==> src/rtl/qpsk_pkg.sv <==
// Shared constants and the I/Q sample type for the QPSK transmit chain.
package qpsk_pkg;

   localparam int QPSK_SPS_DEFAULT = 16;
   localparam logic signed [15:0] QPSK_AMP_DEFAULT = 16'sd23170;
   localparam int DIBIT_W = 2;
   localparam int DIBITS_PER_WORD = 16;
   localparam int IQ_W = 16;

   typedef struct packed {
      logic signed [IQ_W-1:0] i;
      logic signed [IQ_W-1:0] q;
   } iq_sample_t;

   // Amplitude is always below full scale, so plain two's complement negation cannot overflow.
   function automatic logic signed [IQ_W-1:0] iq_negate(input logic signed [IQ_W-1:0] x);
      return -x;
   endfunction

endpackage

==> src/rtl/qpsk_symbol_mapper.sv <==
// Combinational Gray mapper: dibit[1] selects the sign of I, dibit[0] selects the sign of Q.
module qpsk_symbol_mapper
   import qpsk_pkg::*;
#(
   parameter logic signed [IQ_W-1:0] AMPLITUDE = QPSK_AMP_DEFAULT
) (
   input  logic [DIBIT_W-1:0] dibit_i,
   output iq_sample_t         iq_o
);

   localparam logic signed [IQ_W-1:0] NEG_AMP = iq_negate(AMPLITUDE);

   always_comb begin
      iq_o.i = dibit_i[1] ? NEG_AMP : AMPLITUDE;
      iq_o.q = dibit_i[0] ? NEG_AMP : AMPLITUDE;
   end

endmodule

==> src/rtl/qpsk_mod.sv <==
// QPSK modulator: 16 packed dibits per AXI-Stream word, each held for SPS samples.
// Define QPSK_MOD_ZERO_STUFF_EN to emit the point only on the first sample of each symbol.
module qpsk_mod
   import qpsk_pkg::*;
#(
   parameter int                      SPS       = QPSK_SPS_DEFAULT,
   parameter logic signed [IQ_W-1:0]  AMPLITUDE = QPSK_AMP_DEFAULT
) (
   input  logic        ce_clk,
   input  logic        ce_rst,
   input  logic        clear,
   input  logic [31:0] i_tdata,
   input  logic        i_tlast,
   input  logic        i_tvalid,
   output logic        i_tready,
   output logic [31:0] o_tdata,
   output logic        o_tlast,
   output logic        o_tvalid,
   input  logic        o_tready,
   output logic [31:0] sym_count
);

   localparam int SAMP_W  = $clog2(SPS);
   localparam int DIBIX_W = $clog2(DIBITS_PER_WORD);
   localparam logic [SAMP_W-1:0]  SAMP_LAST  = SAMP_W'(SPS - 1);
   localparam logic [DIBIX_W-1:0] DIBIT_LAST = DIBIX_W'(DIBITS_PER_WORD - 1);

   logic                full_q, full_d;
   logic                last_q, last_d;
   logic [31:0]         word_q, word_d;
   logic [DIBIX_W-1:0]  dibit_q, dibit_d;
   logic [SAMP_W-1:0]   samp_q, samp_d;
   logic [31:0]         sym_q, sym_d;

   logic                samp_end, dibit_end, in_hs, out_hs;
   logic [DIBIT_W-1:0]  cur_dibit;
   iq_sample_t          point;

   assign samp_end  = (samp_q == SAMP_LAST);
   assign dibit_end = (dibit_q == DIBIT_LAST);
   assign i_tready  = ce_rst & (~full_q | (o_tready & samp_end & dibit_end));
   assign in_hs     = i_tvalid & i_tready;
   assign out_hs    = full_q & o_tready;

   // Inverting the index turns dibit 0 into the MSB pair of the word.
   assign cur_dibit = word_q[{~dibit_q, 1'b0} +: DIBIT_W];

   qpsk_symbol_mapper #(.AMPLITUDE(AMPLITUDE)) u_mapper (
      .dibit_i (cur_dibit),
      .iq_o    (point)
   );

   always_comb begin
      full_d  = full_q;
      last_d  = last_q;
      word_d  = word_q;
      dibit_d = dibit_q;
      samp_d  = samp_q;
      sym_d   = sym_q;
      if (out_hs) begin
         if (!samp_end) begin
            samp_d = samp_q + SAMP_W'(1);
         end else begin
            samp_d = '0;
            sym_d  = sym_q + 32'd1;
            if (!dibit_end) begin
               dibit_d = dibit_q + DIBIX_W'(1);
            end else begin
               dibit_d = '0;
               full_d  = i_tvalid;
            end
         end
      end
      if (in_hs) begin
         full_d  = 1'b1;
         last_d  = i_tlast;
         word_d  = i_tdata;
         dibit_d = '0;
         samp_d  = '0;
      end
      // Flush wins over any handshake in the same cycle.
      if (clear) begin
         full_d  = 1'b0;
         dibit_d = '0;
         samp_d  = '0;
         sym_d   = '0;
      end
   end

   always_ff @(posedge ce_clk or negedge ce_rst) begin
      if (!ce_rst) begin
         full_q  <= 1'b0;
         last_q  <= 1'b0;
         dibit_q <= '0;
         samp_q  <= '0;
         sym_q   <= '0;
      end else begin
         full_q  <= full_d;
         last_q  <= last_d;
         dibit_q <= dibit_d;
         samp_q  <= samp_d;
         sym_q   <= sym_d;
      end
   end

   always_ff @(posedge ce_clk) begin
      word_q <= word_d;
   end

   always_comb begin
      o_tdata = '0;
`ifdef QPSK_MOD_ZERO_STUFF_EN
      if (full_q && (samp_q == '0)) o_tdata = point;
`else
      if (full_q) o_tdata = point;
`endif
   end

   assign o_tvalid  = full_q;
   assign o_tlast   = full_q & last_q & dibit_end & samp_end;
   assign sym_count = sym_q;

endmodule

==> config.mk <==
export PLATFORM = sky130hd
export DESIGN_NAME = qpsk_mod
export DESIGN_NICKNAME = d
export VERILOG_FILES = /design/src/rtl/qpsk_pkg.sv /design/src/rtl/qpsk_symbol_mapper.sv /design/src/rtl/qpsk_mod.sv
export SDC_FILE = /design/constraint.sdc
export NUM_CORES = 1
export LEC_CHECK = 0
export BUFFER_PORTS_ARGS = -buffer_cell sky130_fd_sc_hd__buf_2
export CAP_MARGIN = 20
export CORE_ASPECT_RATIO = 0.6
export CORE_UTILIZATION = 45
export DETAILED_ROUTE_END_ITERATION = 8
export PLACE_DENSITY = 0.77
export RECOVER_POWER = 50
export SLEW_MARGIN = 20
export SYNTH_ARGS = -nofsm -noshare
export SYNTH_HDL_FRONTEND = slang
export SYNTH_SLANG_ARGS = --single-unit
==> constraint.sdc <==
create_clock -name ce_clk -period 3.5 [get_ports ce_clk]
set_input_delay 0.175 -clock ce_clk [delete_from_list [all_inputs] [get_ports ce_clk]]
set_output_delay 0.175 -clock ce_clk [all_outputs]
set_load 0.02 [all_outputs]
-- Word-level counts from Yosys, hierarchy flattened
Cells that the tools add are included.
- flip-flop bits (word level): 74
- output and inout bits: 67
- logic and storage cells: 51
- add/subtract/negate cells: 3
- equal/unequal tests: 2
- shifts and indexed selects: 1
- mux-type cells: 20
- bitwise operators: 11
- reductions and logical operators: 8
- operators by type and width (kind ; count):
    32-bit 2-to-1 mux ; 4
    4-bit 2-to-1 mux ; 9
    32-bit by 1-bit adder with 32-bit output (second input constant) ; 1
    16-bit 2-to-1 mux ; 2
    32-bit by 6-bit indexed part select with 2-bit output ; 1
    3-bit nonzero test ; 3
    4-bit by 1-bit adder with 4-bit output (second input constant) ; 2
    1-bit bitwise AND ; 8
    4-bit equality test (second input constant) ; 2
    1-bit 2-to-1 mux ; 5
    4-bit inverter ; 1
    2-bit AND reduction ; 2
    2-bit nonzero test ; 2
    3-bit AND reduction ; 1
    1-bit inverter ; 1
    1-bit OR ; 1

-- Logic depth before layout (Yosys ltp)
Gate-level depths: netlist of the first run.
- depth in word-level cells: 8
- gate-level depth with buffers: 8
- mapped depth without buffers: 5

-- Modules after synthesis
A second synthesis of the first run with hierarchy kept.
- cell total of the unflattened synthesis: 360
- area, all modules: 3928.8 um^2
- by module, submodules not included (module ; instances ; cells each ; area an instance (um^2) ; sequential area each (um^2)):
    qpsk_mod ; 1 ; 326 ; 3688.5 ; 2011.9
    qpsk_symbol_mapper ; 1 ; 34 ; 240.2 ; 0.0

-- Least setup slack after synthesis of the first run
Ideal clock, no wire load.
- path type: register to register
- from: register dibit_q[2]
- to: register last_q
- data arrival time: 2879 ps
- required time: 3372 ps
- slack: 493 ps
- stages on the path, launching flop included: 6
- buffers on the path: 1
- clock period less this slack: 3007 ps
- cells stage by stage: dfrtp_1 > clkbuf_1 > and3_1 > a31oi_1 > nor2_1 > mux2_1
- longest elaborated chain between the ends: 5
- ends and longest elaborated chain (element ; line ; text):
    start, declared ; qpsk_mod.sv:31 ; logic [DIBIX_W-1:0] dibit_q, dibit_d;
    start signal, assigned ; qpsk_mod.sv:100 ; dibit_q <= dibit_d;
    4-bit equality test ; qpsk_mod.sv:40 ; assign dibit_end = (dibit_q == DIBIT_LAST);
    1-bit bitwise AND ; qpsk_mod.sv:41 ; assign i_tready = ce_rst & (~full_q | (o_tready & samp_end & dibit_end));
    1-bit OR ; qpsk_mod.sv:41 ;
    1-bit bitwise AND ; qpsk_mod.sv:41 ;
    1-bit bitwise AND ; qpsk_mod.sv:42 ; assign in_hs = i_tvalid & i_tready;
    via in_hs ; qpsk_mod.sv:35 ; logic samp_end, dibit_end, in_hs, out_hs;
    end signal, assigned ; qpsk_mod.sv:99 ; last_q <= last_d;
    end, declared ; qpsk_mod.sv:29 ; logic last_q, last_d;
The timed path passes the listed nets, and every way through them passes these cells.
A chain may end at the register's enable or synchronous reset.

-- Final worst setup path of the first run
- from: register dibit_q[0]
- to: output o_tdata[30]
- longest elaborated chain between the ends: 4
- ends and longest elaborated chain (element ; line ; text):
    4-bit inverter ; qpsk_mod.sv:46 ; assign cur_dibit = word_q[{~dibit_q, 1'b0} +: DIBIT_W];
    32-bit by 6-bit indexed part select with 2-bit output ; qpsk_mod.sv:46 ;
    16-bit 2-to-1 mux ; qpsk_symbol_mapper.sv:14 ; iq_o.i = dibit_i[1] ? NEG_AMP : AMPLITUDE;
    32-bit 2-to-1 mux ; qpsk_mod.sv:115 ; if (full_q) o_tdata = point;
    end, declared ; qpsk_mod.sv:16 ; output logic [31:0] o_tdata,
Every way passes these cells.

==> results.md, run 1 <==
* Outcome: complete, no violations
* LEAKAGE at 1.81 nW
* Worst setup EP type: output pin
* Clock sink count at 74
* Initial antenna violation count at 0
* Worst-path clk slew at 60 ps
* Dpl cells at 504
* IO buf count at 102
* Total Power at 2.01 mW
* Overall global routing resource usage at 22.0%
* Clock Skew at 6.63 ps
* Fmax at ~360 MHz
* Yosys top cell by area: dfrtp_1
* Share of cells above drive strength 1 at approximately 26%
* CTS tree: yes
* Via Count at around 3100
* Adder-cell area share of the yosys netlist at 0.975%
* Layout Utilization at 56.3%
* Sequential area share after synthesis at 52.3%
* Setup bufs post-CTS at 0
* EDFF count, synth at 32
* Final net count at 452
* Hold crit path type: in2reg
* Wirelength per Cell at ~17 um
* Die Y at 73.6 um
* Synth Register Bits at 74
* Slew Viols, Final at 0
* Compound-gate portion of the synthesized area at around 8.4%
* Total power divided by cell area at 442 nW/um2
* TritonRoute pass-1 iters at 5
* Multiplexer share of the synthesized area at under 10%
* Remaining DRCs at 0
* Setup TNS at 0 ps
* Max Root-Sink Buffers at 2
* Gr ovfl total at 0
* Area grow syn2layout at 18.0%
* Crit path DAT at 2610 ps
* Final ANT Viol Nets at 0
* Area share of the largest cell type after synthesis at 27.3%
* Final wirelength at roughly 9 mm
* Clock tree root driver cell: clkbuf_16
* Number of global-route vias before repair at 2788
* Count leader, synth: dfrtp_1
* RSZ-0062 raised after global routing: no
* Synth Warn # at 0
* Sequential cell area at slightly above 2000 um2
* CTS H-Tree Depth at 3
* Setup violators final at 0
* Core area at just over 8000 um2
* Die Area at 8940 um2
* Final critical-path share of the clock period at about 80%
* Simple-gate share of the synthesized area at approximately a fifth
* Number of diodes at 0
* Synthesized instance count at 337
* CP required at 3320 ps
* Multi-input logic area at 1530 um2
* Top cells by count, synth: dfrtp_1, edfxtp_1, buf_4
* Slew headroom at between 40 and 50%
* Post-Layout Inst Area at about 4500 um2
* Detail-routed via count per cell at 5.86
* Die outline width at 121 um
* Worst-skew pair later-pin latency at 330 ps
* CTS buffer count at 9
* Max Cap Viol at 0
* Gates resized, CTS repair at 0
* Peak VDD IR at 0.270 mV
* Syn avg cell area at about 11 um2
* Synth top area cells: dfrtp_1, edfxtp_1, buf_4, mux4_2, a21oi_1
* Starting density of the core at roughly 48%
* Synthesized area at between 3000 and 4000 um2
* Crit-path max FO at 13
* Measured slew at the worst slew-check pin at 896 ps
* # rows at 25
* DR iter-0 viols at 207
* XOR/XNOR Fraction of Synth Area at 2.05%
* Detailed Place HPWL at roughly 6.4 mm
* GPL Wtd Cong at 0.863
* Netlist cell types at 44
* Area after DPL at between 4000 and 5000 um2
* Global-route wire length before repair at 14.6 mm
* Largest family of logic cells by synthesized area: simple AND/OR/NAND/NOR gates
* # IOs at approximately 110
* Hold buffers post-CTS at 1
* Crit path time final at roughly 2800 ps
* Hold Fails Final Rpt at 0
* Post-synth ARST share at between 50% and 60%
* Filler Cell Count at roughly 700
* Final cell count without fillers at 524
* Critical path class: reg2out
* Main synth FF type: dfrtp_1
* Worst Setup Start Kind: register
* Largest net degree at the start of global routing at 45
[layout by cell type (no fill, tap or decap), drive strengths merged, types with 11 or more instances in the layout]
master,Yosys,final
nand3,16,16
a21oi,22,22
edfxtp,32,32
nand2,19,19
dfrtp,42,42
o31ai,11,11
nand4,12,12
nor2,22,22
buf,38,73
or4,13,13
clkbuf,10,42
[cell type report]
cell class / count / area share, %
Sequential cell: 74 / 44.3
Multi-Input combinational cell: 212 / 33.8
Timing Repair Buffer: 110 / 11.9
Clock buffer: 9 / 4.96
Tap cell: 108 / 2.97
Clock inverter: 7 / 1.82
Inverter: 4 / 0.330
[through the flow]
| step | hold slack (ps) | setup WS, ps |
|---|---|---|
| after floorplan | -121 | 493 |
| after global placement | 352 | 1130 |
| after detailed placement | 344 | 1050 |
| after CTS | 4.46 | 696 |
| after global routing | 0.855 | 490 |
| final | 13.1 | 715 |
[power breakdown]
group	switching, mW	total (mW)	internal [mW]
combinational	0.0856	0.130	0.0445
sequential	0.00931	0.940	0.931
clock	0.375	0.939	0.564
total	0.470	2.01	1.54
[worst max-delay path, cell delays in order (launching register included)]
cell and delay, ps:
dfrtp_1 780, mux4_2 600, mux2i_1 320, mux2i_1 140, nor2_1 230, buf_2 220
[worst paths after layout]
check                           slack, ps  cells past startpoint                   endpoint              startpoint
min in group asynchronous             580                      3  sym_count[26]$_DFFE_PN0P_                  ce_rst
worst max-delay path                  720                      5                o_tdata[30]  dibit_q[0]$_DFFE_PN0P_
worst max register to register        990                      5       word_q[21]$_DFFE_PP_  dibit_q[0]$_DFFE_PN0P_
worst min register to register        510                      1         last_q$_DFFE_PN0P_      last_q$_DFFE_PN0P_
worst min-delay path                   10                      1       word_q[30]$_DFFE_PP_             i_tdata[30]
max in group asynchronous            2540                      3      samp_q[1]$_DFFE_PN0P_                  ce_rst
[logic make-up (layout without fill, tap and decap cells)]
logic type | count (synthesis) | after routing
mux | 23 | 23
other cells | 1 | 2
simple gates | 124 | 124
flops | 74 | 74
fa+ha+maj | 3 | 3
buf+inv | 52 | 130
xor+xnor | 9 | 9
compound gates | 51 | 51
[registers in the layout (all words and copies together), names as in the netlist]
register,cells
word_q,32
o_tvalid,1
dibit_q,4
last_q,1
samp_q,4
sym_count,32
[per-layer routing]
metal / wire length, um / vias up / GRT usage (%)
met5: 0 / - / 0
met3: 878 / 21 / 6.52
met2: 4030 / 150 / 32.7
met1: 4060 / 1499 / 30.9
met4: 187 / 0 / 7.13
li1: - / 1403 / -
Note: power is estimated with default switching activity, not from simulation.
==> run 2, diff against run 1 <==
--- a/config.mk
+++ b/config.mk
@@ -5,12 +5,13 @@
 export SDC_FILE = /design/constraint.sdc
 export NUM_CORES = 1
 export LEC_CHECK = 0
+export ABC_AREA = 1
 export BUFFER_PORTS_ARGS = -buffer_cell sky130_fd_sc_hd__buf_2
 export CAP_MARGIN = 20
 export CORE_ASPECT_RATIO = 0.6
 export CORE_UTILIZATION = 45
 export DETAILED_ROUTE_END_ITERATION = 8
-export PLACE_DENSITY = 0.77
+export PLACE_DENSITY = 0.79
 export RECOVER_POWER = 50
 export SLEW_MARGIN = 20
 export SYNTH_ARGS = -nofsm -noshare
==> constraint.sdc (replaced) <==
create_clock -name ce_clk -period 2.4 [get_ports ce_clk]
set_input_delay 0.12 -clock ce_clk [delete_from_list [all_inputs] [get_ports ce_clk]]
set_output_delay 0.12 -clock ce_clk [all_outputs]
set_load 0.02 [all_outputs]
==> results.md, run 2 <==
* Outcome: complete, no violations (unchanged)
* Cells on worst reg2reg path at 8 (was 5)
* Crit path time final at 2270 ps
* Global-route wire length before repair at 18.6 mm (was 14.6 mm)
* CTS buffer count at 9 (unchanged)
* Crit-path max FO at 21 (was 13)
* GPL Wtd Cong at 0.912 (was 0.863)
* Commonest non-fill, non-tap cell in the layout: nand2_1 (was buf_2)
* Final net count at 675 (was 452)
* Slowest stage delay, CP at 440 ps (was 780 ps)
* TritonRoute pass-1 iters at 5 (unchanged)
* Remaining DRCs at 0 (unchanged)
* DR iter-0 viols at 413 (was 207)
* Yosys top cell by area: dfrtp_1 (unchanged)
* Overall global routing resource usage at 24.8% (was 22.0%)
* Synth Register Bits at 74 (unchanged)
* Max Cap Viol at 0 (unchanged)
* Final cell count without fillers at 751 (was 524)
* Slew Viols, Final at 0 (unchanged)
* Netlist cell types at 32 (was 44)
* Layout Utilization at 59.7% (was 56.3%)
* IO buf count at 102 (unchanged)
* Pre-CTS worst setup slack at 421 ps (was 1050 ps)
* Largest net degree at the start of global routing at 43 (was 45)
* Final wirelength at 11.6 mm (was 9.16 mm)
* Clock sink count at 74 (unchanged)
* Via Count at 3942 (was 3073)
* Number of diodes at 0 (unchanged)
* Final ANT Viol Nets at 0 (unchanged)
* Dpl cells at 701 (was 504)
* Critical path class: reg2out (unchanged)
* Area share of the largest cell type after synthesis at 25.0% (was 27.3%)
* Gr ovfl total at 0 (unchanged)
* Area grow syn2layout at 24.9% (was 18.0%)
* Count leader, synth: nand2_1 (was dfrtp_1)
* Hold Path Stages at 3 (was 1)
* Total power divided by cell area at 647 nW/um2 (was 442 nW/um2)
* Synthesized area at 4200 um2 (was 3850 um2)
* CTS H-Tree Depth at 3 (unchanged)
* Die Y at 76.8 um (was 73.6 um)
* Syn avg cell area at 8.09 um2 (was 11.4 um2)
* Max Root-Sink Buffers at 2 (unchanged)
* Total Power at 3.39 mW (was 2.01 mW)
* # rows at 26 (was 25)
* Setup bufs post-CTS at 0 (unchanged)
* # IOs at 105 (unchanged)
* Die Area at 9730 um2 (was 8940 um2)
* Main synth FF type: dfrtp_1 (unchanged)
* Peak VDD IR at 0.351 mV (was 0.270 mV)
* Final critical-path share of the clock period at 94.5%
* Filler Cell Count at 775 (was 695)
* Worst-skew pair later-pin latency at 330 ps (about the same)
* Ordered cell list for the critical path: buf_4, o21ai_0, o211ai_1, nand2_1, a21oi_2, buf_2 (was mux4_2, mux2i_1, mux2i_1, nor2_1, buf_2)
* CTS tree: yes (unchanged)
* Initial antenna violation count at 0 (unchanged)
* Number of global-route vias before repair at 3609 (was 2788)
* Synthesized instance count at 519 (was 337)
* Sequential area share after synthesis at 47.9% (was 52.3%)
* Measured slew at the worst slew-check pin at 1080 ps (was 896 ps)
* Wirelength per Cell at 15.5 um (was 17.5 um)
* Clock tree root driver cell: clkbuf_16 (unchanged)
* Crit path DAT at 2150 ps (was 2610 ps)
* Die outline width at 127 um (was 121 um)
* Post-synth ARST share at 56.8% (unchanged)
* Hold crit path type: in2reg (unchanged)
* LEAKAGE at 2.49 nW (was 1.81 nW)
* Top cells by count, synth: nand2_1, nor2_1, inv_1 (was dfrtp_1, edfxtp_1, buf_4)
* Clock Skew at 10.6 ps (was 6.63 ps)
* Synth top area cells: dfrtp_1, edfxtp_1, nand2_1, nor2_1, buf_4 (was dfrtp_1, edfxtp_1, buf_4, mux4_2, a21oi_1)
* Final worst slack at 133 ps (was 715 ps)
* Setup violators final at 0 (unchanged)
* Fmax at 441 MHz
* Detailed Place HPWL at 8.11 mm (was 6.36 mm)
* Detail-routed via count per cell at 5.25 (was 5.86)
* Worst Setup Start Kind: register (unchanged)
* Slowest CP cell: dfrtp_1 (unchanged)
* Slew headroom at 27.8% (was 40.3%)
* Most frequent cells in the layout: nand2_1, nor2_1, buf_2 (was buf_2, dfrtp_1, clkbuf_1)
* RSZ-0062 raised after global routing: yes (was no)
* Share of cells above drive strength 1 at 18.9% (was 25.7%)
* Worst setup EP type: output pin (unchanged)
* Starting density of the core at 47.8% (was 47.7%)
* EDFF count, synth at 32 (unchanged)
* Worst-path clk slew at 60 ps (about the same)
* Hold Fails Final Rpt at 0 (unchanged)
* CP required at 2280 ps (was 3320 ps)
* Core area at 8780 um2 (was 8070 um2)
* Synth Warn # at 0 (unchanged)
-- run 2: changes by cell type after synthesis, sizes merged, moves of 8 or more --
cell	delta
nand2	+114
nor2	+63
inv	+52
nand3	+27
o21ai	+19
or4	-13
o31ai	-11
mux2	-9
nor2b	-9
nor4	-9
mux4	-8
nand4	+8
-- run 2: final timing paths --
path | start | end | slack [ps]
setup / recovery | dibit_q[0]$_DFFE_PN0P_ | o_tdata[4] | 130
setup reg to reg | dibit_q[1]$_DFFE_PN0P_ | word_q[7]$_DFFE_PP_ | 360
max in group asynchronous | ce_rst | last_q$_DFFE_PN0P_ | 870
min in group asynchronous | ce_rst | sym_count[16]$_DFFE_PN0P_ | 860
hold reg to reg | last_q$_DFFE_PN0P_ | last_q$_DFFE_PN0P_ | 480
hold / removal | i_tlast | last_q$_DFFE_PN0P_ | 9
-- run 2: where the power goes --
group          internal (mW)  switching [mW]  total, mW  leakage [nW]
registers               1.39          0.0585       1.45         0.877
clock network          0.809           0.531       1.34         0.147
logic                  0.205           0.402      0.607          1.47
-- run 2: cell families after synthesis --
| kind of cell | after synthesis | share of synthesized area (%) |
|---|---|---|
| DFF | 74 | 47.9 |
| buffers and inverters | 96 | 11.5 |
| other | 1 | 0.0894 |
| xor gates and xnor gates | 4 | 0.835 |
| adders and majority gates | 3 | 0.895 |
| and+or+nand+nor | 289 | 32.2 |
| AOI/OAI and AO/OA | 52 | 6.50 |
-- run 2: layout make-up --
type / instances / area (um2) / share of cell area [%]
clock buffers: 10 / 229 / 4.37
flip-flops and latches: 74 / 2010 / 38.4
multi-input cells: 350 / 1710 / 32.7
clock inverters: 6 / 66.3 / 1.27
well taps: 112 / 140 / 2.67
inverters: 56 / 214 / 4.08
repair buffers: 143 / 867 / 16.5
-- run 2: routing by layer --
| layer | vias up | track usage (%) | part of all wire, % |
|---|---|---|---|
| met5 | - | 0 | 0 |
| met4 | 0 | 8.69 | 2.0 |
| met3 | 25 | 7.47 | 9.8 |
| met2 | 204 | 34.3 | 42 |
| met1 | 1818 | 36.3 | 46 |
| li1 | 1895 | - | - |
-- run 2: per-stage QoR --
step	setup TNS [ps]	cell area [um2]	hold WS, ps
6_report	0	5240	8.64
5_1_grt	-95.7	5240	28.9
4_1_cts	0	5270	10.5
3_5_place_dp	0	4630	298
3_3_place_gp	0	4630	298
2_1_floorplan	0	4200	-176
-- run 2: worst max-delay path: cells and delay by family (launching register included) --
family	cells	cell delay, ps
AOI/OAI and AO/OA	3	720
buffers and inverters	2	520
DFF	1	440
and+or+nand+nor	1	130
-- run 2: timing repair --
item	in CTS	in global routing
endpoints found under the setup margin	0	18
hold buffers	34	0
hold endpoints to repair	75	0
resized for setup	0	3
==> run 3, diff against run 2 <==
--- a/config.mk
+++ b/config.mk
@@ -6,6 +6,7 @@
 export NUM_CORES = 1
 export LEC_CHECK = 0
 export ABC_AREA = 1
+export ABC_CLOCK_PERIOD_IN_PS = 2400
 export BUFFER_PORTS_ARGS = -buffer_cell sky130_fd_sc_hd__buf_2
 export CAP_MARGIN = 20
 export CORE_ASPECT_RATIO = 0.6
==> constraint.sdc (replaced) <==
create_clock -name ce_clk -period 2.4 [get_ports ce_clk]
set_input_delay 0.12 -clock ce_clk [delete_from_list [all_inputs] [get_ports ce_clk]]
set_output_delay 0.12 -clock ce_clk [all_outputs]
set_load 0.1 [all_outputs]
==> results.md, run 3 (synthesis results as in run 2) <==
* Outcome: complete, no violations (unchanged)
* GRT busiest layer: met2 (was met1)
* Peak VDD IR at 0.436 mV (was 0.351 mV)
* Worst hold start: i_tvalid (was i_tlast)
* Detailed Place HPWL at 7.94 mm (was 8.11 mm)
* LEAKAGE at 2.59 nW (was 2.49 nW)
* Fmax at 429 MHz (was 441 MHz)
* DR iter-0 viols at 344 (was 413)
* GR Util met2 at 35.1% (was 34.3%)
* Reg2reg start: dibit_q[1]$_DFFE_PN0P_ (unchanged)
* Most frequent cells in the layout: nand2_1, nor2_1, inv_1 (was nand2_1, nor2_1, buf_2)
* Crit-path max FO at 12 (was 21)
* Filler Cell Count at 677 (was 775)
* Clock Skew at 7.13 ps (was 10.6 ps)
* Area grow syn2layout at 38.0% (was 24.9%)
* Hold Path End: o_tvalid$_DFFE_PN0P_ (was last_q$_DFFE_PN0P_)
* Share of cells above drive strength 1 at 19.5% (was 18.9%)
* Hold Path Stages at 5 (was 3)
* CTS tree: yes (unchanged)
* Measured slew at the worst slew-check pin at 1200 ps (was 1080 ps)
* Final critical-path share of the clock period at 97.2% (was 94.5%)
* Final net count at 682 (was 675)
* Final wirelength at 11.6 mm (about the same)
* Remaining DRCs at 0 (unchanged)
* Layout Utilization at 65.9% (was 59.7%)
* Via Count at 3980 (was 3942)
* Number of diodes at 0 (unchanged)
* Detail-routed via count per cell at 5.25 (about the same)
* Die outline width at 127 um (unchanged)
* TritonRoute pass-1 iters at 5 (unchanged)
* Worst setup EP type: output pin (unchanged)
* Post-Layout Inst Area at 5790 um2 (was 5240 um2)
* Slew Viols, Final at 0 (unchanged)
* Starting density of the core at 47.8% (unchanged)
* GPL Wtd Cong at 0.919 (was 0.912)
* Crit path time final at 2330 ps (was 2270 ps)
* Die Y at 76.8 um (unchanged)
* Dpl cells at 702 (was 701)
* Worst Setup Start Kind: register (unchanged)
* IO buf count at 102 (unchanged)
* Worst-skew pair later-pin latency at 330 ps (about the same)
* Total Power at 4.26 mW (was 3.39 mW)
* Slew headroom at 20.6% (was 27.8%)
* CP required at 2280 ps (about the same)
* Overall global routing resource usage at 23.7% (was 24.8%)
* Combinational power share at 36.9% (was 17.9%)
* Cells on worst reg2reg path at 8 (unchanged)
* Commonest non-fill, non-tap cell in the layout: nand2_1 (unchanged)
* Number of global-route vias before repair at 3526 (was 3609)
* Largest net degree at the start of global routing at 43 (unchanged)
* Final ANT Viol Nets at 0 (unchanged)
* Clock tree root driver cell: clkbuf_16 (unchanged)
* CTS buffer count at 9 (unchanged)
* Core area at 8780 um2 (unchanged)
* Max Root-Sink Buffers at 2 (unchanged)
* Max Cap Viol at 0 (unchanged)
* Area after DPL at 5110 um2 (was 4630 um2)
* Critical path class: reg2out (unchanged)
* R2r endpoint: word_q[27]$_DFFE_PP_ (was word_q[7]$_DFFE_PP_)
* Routing usage on met3 at 6.98% (was 7.47%)
* # rows at 26 (unchanged)
* Crit path DAT at 2210 ps (was 2150 ps)
* CTS H-Tree Depth at 3 (unchanged)
* Global-route wire length before repair at 17.7 mm (was 18.6 mm)
* NetSw at 1.62 mW (was 992 uW)
* Sequential cell area at 2020 um2 (was 2010 um2)
* Setup violators final at 0 (unchanged)
* Initial antenna violation count at 0 (unchanged)
* Die Area at 9730 um2 (unchanged)
* P_int at 2.64 mW (was 2.40 mW)
* Gr ovfl total at 0 (unchanged)
* Sequential group share of total power at 34.0% (was 42.6%)
* Hold Fails Final Rpt at 0 (unchanged)
* Reg2Reg Setup Slack at 350 ps (was 360 ps)
* Final cell count without fillers at 758 (was 751)
* Multi-input logic area at 1750 um2 (was 1710 um2)
* Wirelength per Cell at 15.3 um (was 15.5 um)
* Worst-path clk slew at 60 ps (about the same)
* Total power divided by cell area at 736 nW/um2 (was 647 nW/um2)
* Clock power frac at 29.1% (was 39.5%)
* # IOs at 105 (unchanged)
* Min Hold Slack at 147 ps (was 8.64 ps)
* Sw Share at 38.1% (was 29.2%)
* Clock sink count at 74 (unchanged)
* GR Util met1 at 32.8% (was 36.3%)
* Hold crit path type: in2reg (unchanged)
-- run 3: cell count changes in the layout (fill, tap and decap cells not counted), sizes merged --
| cell | before | now |
|---|---|---|
| buf | 81 | 79 |
| inv | 56 | 55 |
| clkbuf | 38 | 48 |
| bufinv | 1 | 0 |
| dlygate4sd3 | 34 | 35 |
-- run 3: how the worst max path moves through the flow --
stage                                       from              endpoint  cells past startpoint
after floorplan           dibit_q[0]$_DFFE_PN0P_              i_tready                      5
after global placement    dibit_q[1]$_DFFE_PN0P_  word_q[26]$_DFFE_PP_                      8
after detailed placement  dibit_q[0]$_DFFE_PN0P_            o_tdata[4]                      9
after CTS                 dibit_q[1]$_DFFE_PN0P_           o_tdata[31]                      9
after global routing      dibit_q[0]$_DFFE_PN0P_            o_tdata[4]                      9
final                     dibit_q[0]$_DFFE_PN0P_           o_tdata[14]                      9
-- run 3: metal layers --
layer | vias to the layer above | wire, um
met5 | - | 0
met4 | 0 | 196
met3 | 22 | 1000
met2 | 205 | 5110
met1 | 1844 | 5300
li1 | 1909 | -
-- run 3: power groups by stage --
stage / clock [mW] / sequential, mW / combinational (mW)
finish: 1.24 / 1.45 / 1.57
global route: 1.31 / 1.45 / 1.64
CTS: 1.26 / 1.44 / 1.51
detailed placement: 0 / 1.46 / 1.46
global placement: 0 / 1.46 / 1.43
floorplan: 0 / 1.50 / 1.02
-- run 3: through the flow --
| stage | TNS (ps) | setup WS, ps |
|---|---|---|
| 2_1_floorplan | 0 | 8.16 |
| 3_3_place_gp | 0 | 395 |
| 3_5_place_dp | 0 | 277 |
| 4_1_cts | 0 | 32.4 |
| 5_1_grt | -159 | -17.2 |
| 6_report | 0 | 66.8 |
-- run 3: worst max-delay path: stages, from the launching register on --
cell and delay, ps:
dfrtp_2 430, clkinvlp_4 250, buf_4 210, nor2_1 90, o211ai_1 120, nand2_1 170, nand2_1 110, nor2_4 180
buf_12 150, buf_12 170
-- run 3: timing repair --
| action | CTS | global route |
|---|---|---|
| resized for setup | 2 | 12 |
| hold buffers | 35 | 0 |
| pin swaps | 0 | 2 |
| hold endpoints to repair | 76 | 0 |
| setup endpoints to repair | 18 | 29 |
| setup buffers | 0 | 5 |
-- run 3: cell type report --
| class | count | share of cell area [%] |
|---|---|---|
| clock buffers | 12 | 4.43 |
| clock inverters | 4 | 0.281 |
| inverters | 56 | 3.69 |
| multi-input cells | 350 | 30.3 |
| flip-flops and latches | 74 | 34.8 |
| well taps | 112 | 2.42 |
| repair buffers | 150 | 24.1 |
